**config.mk**
```make
export PLATFORM = sky130hd
export DESIGN_NAME = xocc_dsa_share_arbiter
export DESIGN_NICKNAME = d
export VERILOG_FILES = /design/src/rtl/xocc_dsa_share_arbiter.sv
export SDC_FILE = /design/constraint.sdc
export NUM_CORES = 1
export LEC_CHECK = 0
export ABC_AREA = 0
export CAP_MARGIN = 20
export CORE_UTILIZATION = 32
export DETAILED_ROUTE_END_ITERATION = 6
export PLACE_DENSITY_LB_ADDON = 0.1
export RECOVER_POWER = 50
export SYNTH_ARGS = -nofsm -noshare
export SYNTH_HDL_FRONTEND = slang
export SYNTH_SLANG_ARGS = --single-unit
```
**constraint.sdc**
```tcl
create_clock -name xocc_clk -period 2.1 [get_ports xocc_clk]
set_input_delay 0.63 -clock xocc_clk [delete_from_list [all_inputs] [get_ports xocc_clk]]
set_output_delay 0.63 -clock xocc_clk [all_outputs]
set_load 0.1 [all_outputs]
```
**src/rtl/xocc_dsa_share_arbiter.sv**
```systemverilog
// xocc_dsa_share_arbiter: round-robin sharing of one DSA among N_CH XOCC channels, one command in flight
module xocc_dsa_share_arbiter #(
    parameter int N_CH  = 2,
    parameter int CMD_W = 32,
    parameter int RSP_W = 32,
    localparam int GW   = N_CH > 1 ? $clog2(N_CH) : 1
) (
    input  logic                    xocc_clk,
    input  logic                    xocc_rst,
    input  logic [N_CH-1:0]         ch_cmd_empty,
    input  logic [N_CH*CMD_W-1:0]   ch_cmd_buffer,
    output logic [N_CH-1:0]         ch_cmd_rd_en,
    input  logic [N_CH-1:0]         ch_rsp_full,
    output logic [N_CH*RSP_W-1:0]   ch_rsp_buffer,
    output logic [N_CH-1:0]         ch_rsp_wr_en,
    output logic                    dsa_cmd_valid,
    input  logic                    dsa_cmd_ready,
    output logic [CMD_W-1:0]        dsa_cmd_data,
    input  logic                    dsa_rsp_valid,
    output logic                    dsa_rsp_ready,
    input  logic [RSP_W-1:0]        dsa_rsp_data,
    output logic [GW-1:0]           grant_id,
    output logic                    busy
);
    typedef enum logic [1:0] {IDLE, ISSUE, WAIT_RSP, WRITE} state_t;
    state_t state, state_n;
    logic [GW-1:0] last_grant, sel, idx;
    logic found;
    logic [CMD_W-1:0] cmd_q;
    logic [RSP_W-1:0] rsp_q;
    logic [N_CH-1:0] req;
    assign req = ~ch_cmd_empty;
    // scan downward in offset so the nearest requester after last_grant is the final assignment
    always_comb begin
        sel = '0;
        idx = '0;
        found = 1'b0;
        for (int i = N_CH - 1; i >= 0; i--) begin
            idx = GW'((int'(last_grant) + 1 + i) % N_CH);
            if (req[idx]) begin
                sel = idx;
                found = 1'b1;
            end
        end
    end
    // reset masks the pulses so a handshake coinciding with reset has no effect
    always_comb begin
        ch_cmd_rd_en = '0;
        ch_rsp_wr_en = '0;
        for (int i = 0; i < N_CH; i++) begin
            ch_cmd_rd_en[i] = !xocc_rst && state == IDLE && found && sel == GW'(i);
            ch_rsp_wr_en[i] = !xocc_rst && state == WRITE && !ch_rsp_full[i] && grant_id == GW'(i);
        end
    end
    always_comb begin
        state_n = state;
        case (state)
            IDLE:     state_n = found ? ISSUE : IDLE;
            ISSUE:    state_n = dsa_cmd_ready ? WAIT_RSP : ISSUE;
            WAIT_RSP: state_n = dsa_rsp_valid ? WRITE : WAIT_RSP;
            WRITE:    state_n = |ch_rsp_wr_en ? IDLE : WRITE;
            default:  state_n = IDLE;
        endcase
    end
    always_ff @(posedge xocc_clk) begin
        if (xocc_rst) begin
            state <= IDLE;
            last_grant <= GW'(N_CH - 1);
            grant_id <= '0;
            cmd_q <= '0;
            rsp_q <= '0;
        end else begin
            state <= state_n;
            if (state == IDLE && found) begin
                grant_id <= sel;
                last_grant <= sel;
                cmd_q <= ch_cmd_buffer[int'(sel) * CMD_W +: CMD_W];
            end
            if (state == WAIT_RSP && dsa_rsp_valid) rsp_q <= dsa_rsp_data;
        end
    end
    assign busy = state != IDLE;
    assign dsa_cmd_valid = state == ISSUE;
    assign dsa_rsp_ready = state == WAIT_RSP;
    assign dsa_cmd_data = cmd_q;
    assign ch_rsp_buffer = {N_CH{rsp_q}};
endmodule

```
* Yosys cells after proc, flatten, opt, wreduce, memory -nomap -nowiden
Cells that the tools add are included. W data, S select, Z words.
Operators by class: reduce and logical (&&, ||, !) cells 17, muxes and demuxes 13, bitwise logic cells 3, $lt $le $gt $ge 2, add/subtract/negate cells 2, divide/modulo/power cells 0, eq/ne operators 3, shift-type cells 1, $mul 0
Operator list (count):
- $shiftx A64 B7 Y32 | 1
- $logic_and A1 B1 Y1 | 11
- $mux W1 | 10
- $pmux W2 S4 | 1
- $eq A2 B2 Y1 const B | 2
- $lt A1 B2 Y1 const B | 2
- $mux W2 | 2
- $logic_not A1 Y1 | 3
- $add A1 B1 Y1 const B | 2
- $eq A2 B1 Y1 const B | 1
- $logic_not A2 Y1 | 1
- $not A1 Y1 | 2
- $not A2 Y2 | 1
- $reduce_bool A2 Y1 | 1
- $reduce_or A2 Y1 | 1
Storage, ports and cells: latch bits 0, memories 0, bits in writable memories 0, memory bits (read-only) 0, output and inout port bits 104, bits in registers 68

* Longest topological paths before layout
word-level depth 8, mapped depth 6, mapped depth without buffers 3

* Least setup slack after synthesis
No wires, ideal clock.
kind input port to output port, start in xocc_rst, end out ch_rsp_wr_en[1], buffers on the path 2, required time 1.470 ns, data arrival time 4.193 ns, slack -2.723 ns, stages 3, cells stage by stage clkbuf_1 -> buf_1 -> nor4b_1
On the way: cells in the longest elaborated chain, start to end 4
RTL lines:
- from (decl) | line 9 | input logic xocc_rst,
- $logic_not A1 Y1 | line 52 | ch_rsp_wr_en[i] = !xocc_rst && state == WRITE && !ch_rsp_full[i] && grant_id == GW'(i);
- $logic_and A1 B1 Y1 (3 in a row) | line 52
- to (decl) | line 15 | output logic [N_CH-1:0] ch_rsp_wr_en,
Every way passes these cells.

* Worst setup path in the final report
start in ch_cmd_empty[1], end out ch_cmd_rd_en[0]
On the way: cells in the longest elaborated chain, start to end 7, elaborated cells between the ends (all ways) 12
RTL lines:
- from (decl) | line 10 | input logic [N_CH-1:0] ch_cmd_empty,
- $not A2 Y2 * | line 32 | assign req = ~ch_cmd_empty;
- $mux W1 (implied by the code) (2 in a row) | line 40 | if (req[idx]) begin
- $mux W1 (2 in a row) | line 40
- $logic_and A1 B1 Y1 / $not A1 Y1 (equally long branches) | line 51 | ch_cmd_rd_en[i] = !xocc_rst && state == IDLE && found && sel == GW'(i);
- $logic_and A1 B1 Y1 * | line 51
- to (decl) | line 12 | output logic [N_CH-1:0] ch_cmd_rd_en,
Every way passes the cells marked *; elsewhere a longest branch is shown, timed or not. The select of a mux whose other input is x is not followed.

==> results.md <==
| Stage | Quantity | Reported |
|---|---|---|
| placement | Number of buffers added on ports | 207 |
| worst setup path | Critical path launch point type | input pin |
| synthesis | Syn. warnings | 0 |
| grt | Pin count of the biggest net entering global routing | 33 |
| worst setup path | Worst path max stage delay | 0.22 ns |
| final layout | Fraction of layout instances using a drive strength above 1 | 29.9% |
| drt | Number of detailed-routing iterations run before antenna repair | 6 |
| clock tree | Number of buffers added by the clock tree synthesis step | 9 |
| sta | Max Transition Viols Final | 0 |
| power and ir drop | Switching part of the total power | 37.1% |
| clock tree | Total number of H-tree levels | 3 |
| grt | Met2 Usage GRT | 37.9% |
| worst setup path | Crit path required time | 1.47 ns |
| power and ir drop | Combinational share of power | 37.3% |
| synthesis | Number of distinct standard cells referenced by the synthesized netlist | 31 |
| drt | Drt initial violations | 117 |
| floorplan | Initial Utilization | 33.4% |
| floorplan | Total die area | 9570 sq um |
| synthesis | Synth Net Count | 433 |
| worst setup path | CP max FO | 4 |
| floorplan | Row cnt | 34 |
| clock tree | CTS Root Buffer Type | sky130_fd_sc_hd__clkbuf_8 |
| power and ir drop | Internal power of the cells | 2.82 mW |
| floorplan | I/O pin count | 208 |
| synthesis | Mapped Cells | 329 |
| drt | Mean number of vias per cell | 4.96 |
| floorplan | Horizontal extent of the die | 97.8 um |
| placement | Detailed-placement wirelength estimate | 7660 um |
| clock tree | TritonCTS sink count | 68 |
| drt | Post-DR wirelength/cell | 15.9 um |
| worst setup path | Arrival time at the worst endpoint | 1.42 ns |
| sta | Final critical-path required period | 2.05 ns |
| grt | Overall track demand over capacity in global routing | 20.7% |
| drt | Vias | 3,059 |
| grt | Routing usage on met3 | 6.01% |
| synthesis | Average instance area after synthesis | 8.93 sq um |
| worst setup path | Classification of the worst setup path | input pin to output port |
| final layout | Non-filler cells, final | 617 |
| flow run | Number of max-capacitance violations reported | 0 |
| final layout | Ant. Diodes | 0 |
| grt | Global routing's busiest layer | met2 |
| status | Outcome | complete, but fails checks |
| power and ir drop | IR Drop Worst-Case VDD | 0.453 mV |
| final layout | Area delta synth->final | 102% |
| worst setup path | Critical path endpoint category | output port |
| clock tree | Buffer depth of the longest clock path | 2 |
| sta | Part of the cycle the worst path needs | 97.8% |
| placement | Number of cells after detailed placement | 601 |
| drt | Total DRC errors in the routed layout | 32 |
| power and ir drop | Portion of total power attributed to sequential cells | 32.9% |
| status | Failing checks | design-rule violations |
| min path | Cell count of the worst hold path | 2 |
| floorplan | Die height | 97.8 um |
| clock tree | Source-to-sink clock delay at the later pin of the worst-skew pair | 0.34 ns |
| power and ir drop | Power share of the clock group | 29.9% |
| placement | Routability Congestion | 0.754 |
| clock tree | Number of buffers inserted by post-CTS setup repair | 0 |
| drt | Total Wirelength | 9810 um |
| grt | Wire length of the first global-routing pass | 15,600 um |
| final layout | Number of nets in the layout | 608 |
| final layout | Final cell utilization of the core | 67.5% |
| sta | Hold violation total from the final report | 0 |
| clock tree | CTS clk-pin slew, worst paths | 0.07 ns |
| grt | Total global routing overflow | 0 |
| power and ir drop | Power per unit of standard cell area | 755 nW/um^2 |
| worst setup path | Chain of cells forming the critical path | clkbuf_1, o21ba_4, and3b_2, buf_12 |
| power and ir drop | Static leakage | 2.26 nW |
| floorplan | Std-Cell Core Area | 8810 sq um |
| power and ir drop | Switching Power | 1.67 mW |
| sta | Total negative setup slack | 0 ns |
| sta | RSZ-0062 raised after global routing | no |
| grt | Vias in the first global route | 3,049 |
| worst setup path | Number of cells on the worst reg-to-reg path | 5 |
| grt | Number of antenna violations at the first check in global routing | 0 |
| sta | Slew at the pin closest to its max-slew limit | 0.576 ns |
| sta | Total setup violations reported at the end of the flow | 0 |
| drt | DRT antenna net count | 0 |
| synthesis | Flip-flop and latch count after synthesis | 68 |
| synthesis | Seq/Total Area, Yosys | 46.3% |
| sta | Highest attainable clock frequency | 487 MHz |
| min path | Kind of path behind the tightest hold check | flop to flop |
| clock tree | TritonCTS clock tree | done |
| sta | Worst Clk Skew | 0.00981 ns |
| grt | Met1 track demand over resource | 21.9% |
| sta | Worst slew margin | 61.6% |
| worst setup path | Critical path's slowest cell | sky130_fd_sc_hd__clkbuf_1 |
| synthesis | Area of the mapped netlist | 2940 sq um |
## routing by layer
layer	share of wire (%)	wire length, um
met1	37	3650
met2	51	5040
met3	9.0	880
met4	2.4	236
met5	0	0
## placed cells by master, fill, tap and decap left out, types with 2 or more instances in the layout
cell type | synthesis | layout
sky130_fd_sc_hd__clkdlybuf4s50_1 | 0 | 97
sky130_fd_sc_hd__buf_12 | 0 | 83
sky130_fd_sc_hd__nand2_1 | 66 | 65
sky130_fd_sc_hd__dfxtp_1 | 68 | 65
sky130_fd_sc_hd__a21oi_1 | 44 | 44
sky130_fd_sc_hd__clkbuf_2 | 0 | 23
sky130_fd_sc_hd__nor3b_1 | 22 | 22
sky130_fd_sc_hd__a221o_1 | 22 | 22
sky130_fd_sc_hd__buf_4 | 32 | 14
sky130_fd_sc_hd__clkbuf_8 | 0 | 11
sky130_fd_sc_hd__a32oi_1 | 9 | 9
sky130_fd_sc_hd__nand4b_1 | 9 | 9
sky130_fd_sc_hd__clkbuf_1 | 19 | 4
sky130_fd_sc_hd__nor2b_2 | 0 | 3
sky130_fd_sc_hd__nor2_1 | 4 | 3
sky130_fd_sc_hd__bufinv_16 | 0 | 3
sky130_fd_sc_hd__nor4b_4 | 0 | 2
sky130_fd_sc_hd__nand3b_1 | 2 | 2
sky130_fd_sc_hd__o21ai_0 | 2 | 2
sky130_fd_sc_hd__buf_2 | 9 | 2
sky130_fd_sc_hd__dlygate4sd2_1 | 0 | 2
sky130_fd_sc_hd__dfxtp_4 | 0 | 2
## final timing paths
check,startpoint,end,slack [ns]
hold / removal,dsa_cmd_data[8],dsa_cmd_data[8],0.53
setup / recovery,ch_cmd_empty[1],ch_cmd_rd_en[0],0.05
hold reg to reg,dsa_cmd_data[8],dsa_cmd_data[8],0.53
setup reg to reg,state[1],dsa_cmd_data[3],0.40
## repair_timing
item / CTS / global route
hold buffers: 0 / 0
setup endpoints to repair: 5 / 4
resized for setup: 17 / 4
pin swaps: 3 / 1
## cell type report
type	count	area, sq um
fill	714	2860
multi-input combinational	198	1270
timing repair buffer	226	2910
sequential	68	1370
inverter	1	3.75
clock inverter	4	95.1
clock buffer	12	155
tap	108	135
## cell families (layout without fill, tap and decap cells)
group / count (synthesis) / in the layout / share of synthesized area (%)
buffers and inverters: 63 / 243 / 12.8
AND/OR/NAND/NOR: 113 / 113 / 20.4
AO/OA/AOI/OAI: 84 / 84 / 20.1
flip-flops: 68 / 68 / 46.3
multiplexers: 1 / 1 / 0.383
## metrics by stage
stage	total power [mW]	worst slack (ns)	instance area, sq um	hold slack (ns)
after detailed placement	3.35	-0.321	6020	0.524
after floorplan	2.57	-0.514	3030	0.475
final	4.49	0.0465	5940	0.530
after global routing	4.65	0.000143	5940	0.561
after CTS	4.70	0.0146	6270	0.542
after global placement	3.33	-0.307	6020	0.508
## flip-flops by register name, summed over array words and instances, names as in the netlist
register,flops
dsa_cmd_data,32
rsp_q,32
state,2
grant_id,1
last_grant,1
## critical path: cells and delay by family
kind	cells	cell delay (ns)
AO/OA/AOI/OAI	1	0.17
AND/OR/NAND/NOR	1	0.22
buffers and inverters	2	0.40
## power by group through the flow
stage	sequential, mW	combinational [mW]	clock [mW]
after floorplan	2.08	0.491	0
after global placement	1.52	1.81	0
after detailed placement	1.53	1.82	0
after CTS	1.50	1.83	1.38
after global routing	1.49	1.73	1.44
final	1.48	1.67	1.34
## synth_stat cells (all sizes together)
| cell type | instances | area (sq um) |
|---|---|---|
| a211o | 1 | 8.76 |
| a211oi | 1 | 12.5 |
| a21o | 1 | 7.51 |
| a21oi | 44 | 220 |
| a221o | 22 | 220 |
| a311oi | 1 | 8.76 |
| a31oi | 1 | 6.26 |
| a32oi | 9 | 78.8 |
| and3b | 2 | 17.5 |
| buf | 43 | 300 |
| clkbuf | 19 | 71.3 |
| dfxtp | 68 | 1360 |
| inv | 1 | 3.75 |
| mux2 | 1 | 11.3 |
| nand2 | 66 | 248 |
| nand2b | 1 | 6.26 |
| nand3b | 2 | 15.0 |
| nand4b | 9 | 78.8 |
| nor2 | 4 | 15.0 |
| nor2b | 3 | 18.8 |
| nor3 | 1 | 5.00 |
| nor3b | 22 | 165 |
| nor4 | 1 | 6.26 |
| nor4b | 2 | 23.8 |
| o21ai | 2 | 10.0 |
| o21ba | 1 | 10.0 |
| o31ai | 1 | 7.51 |
Power figures use the tool's default switching activity.
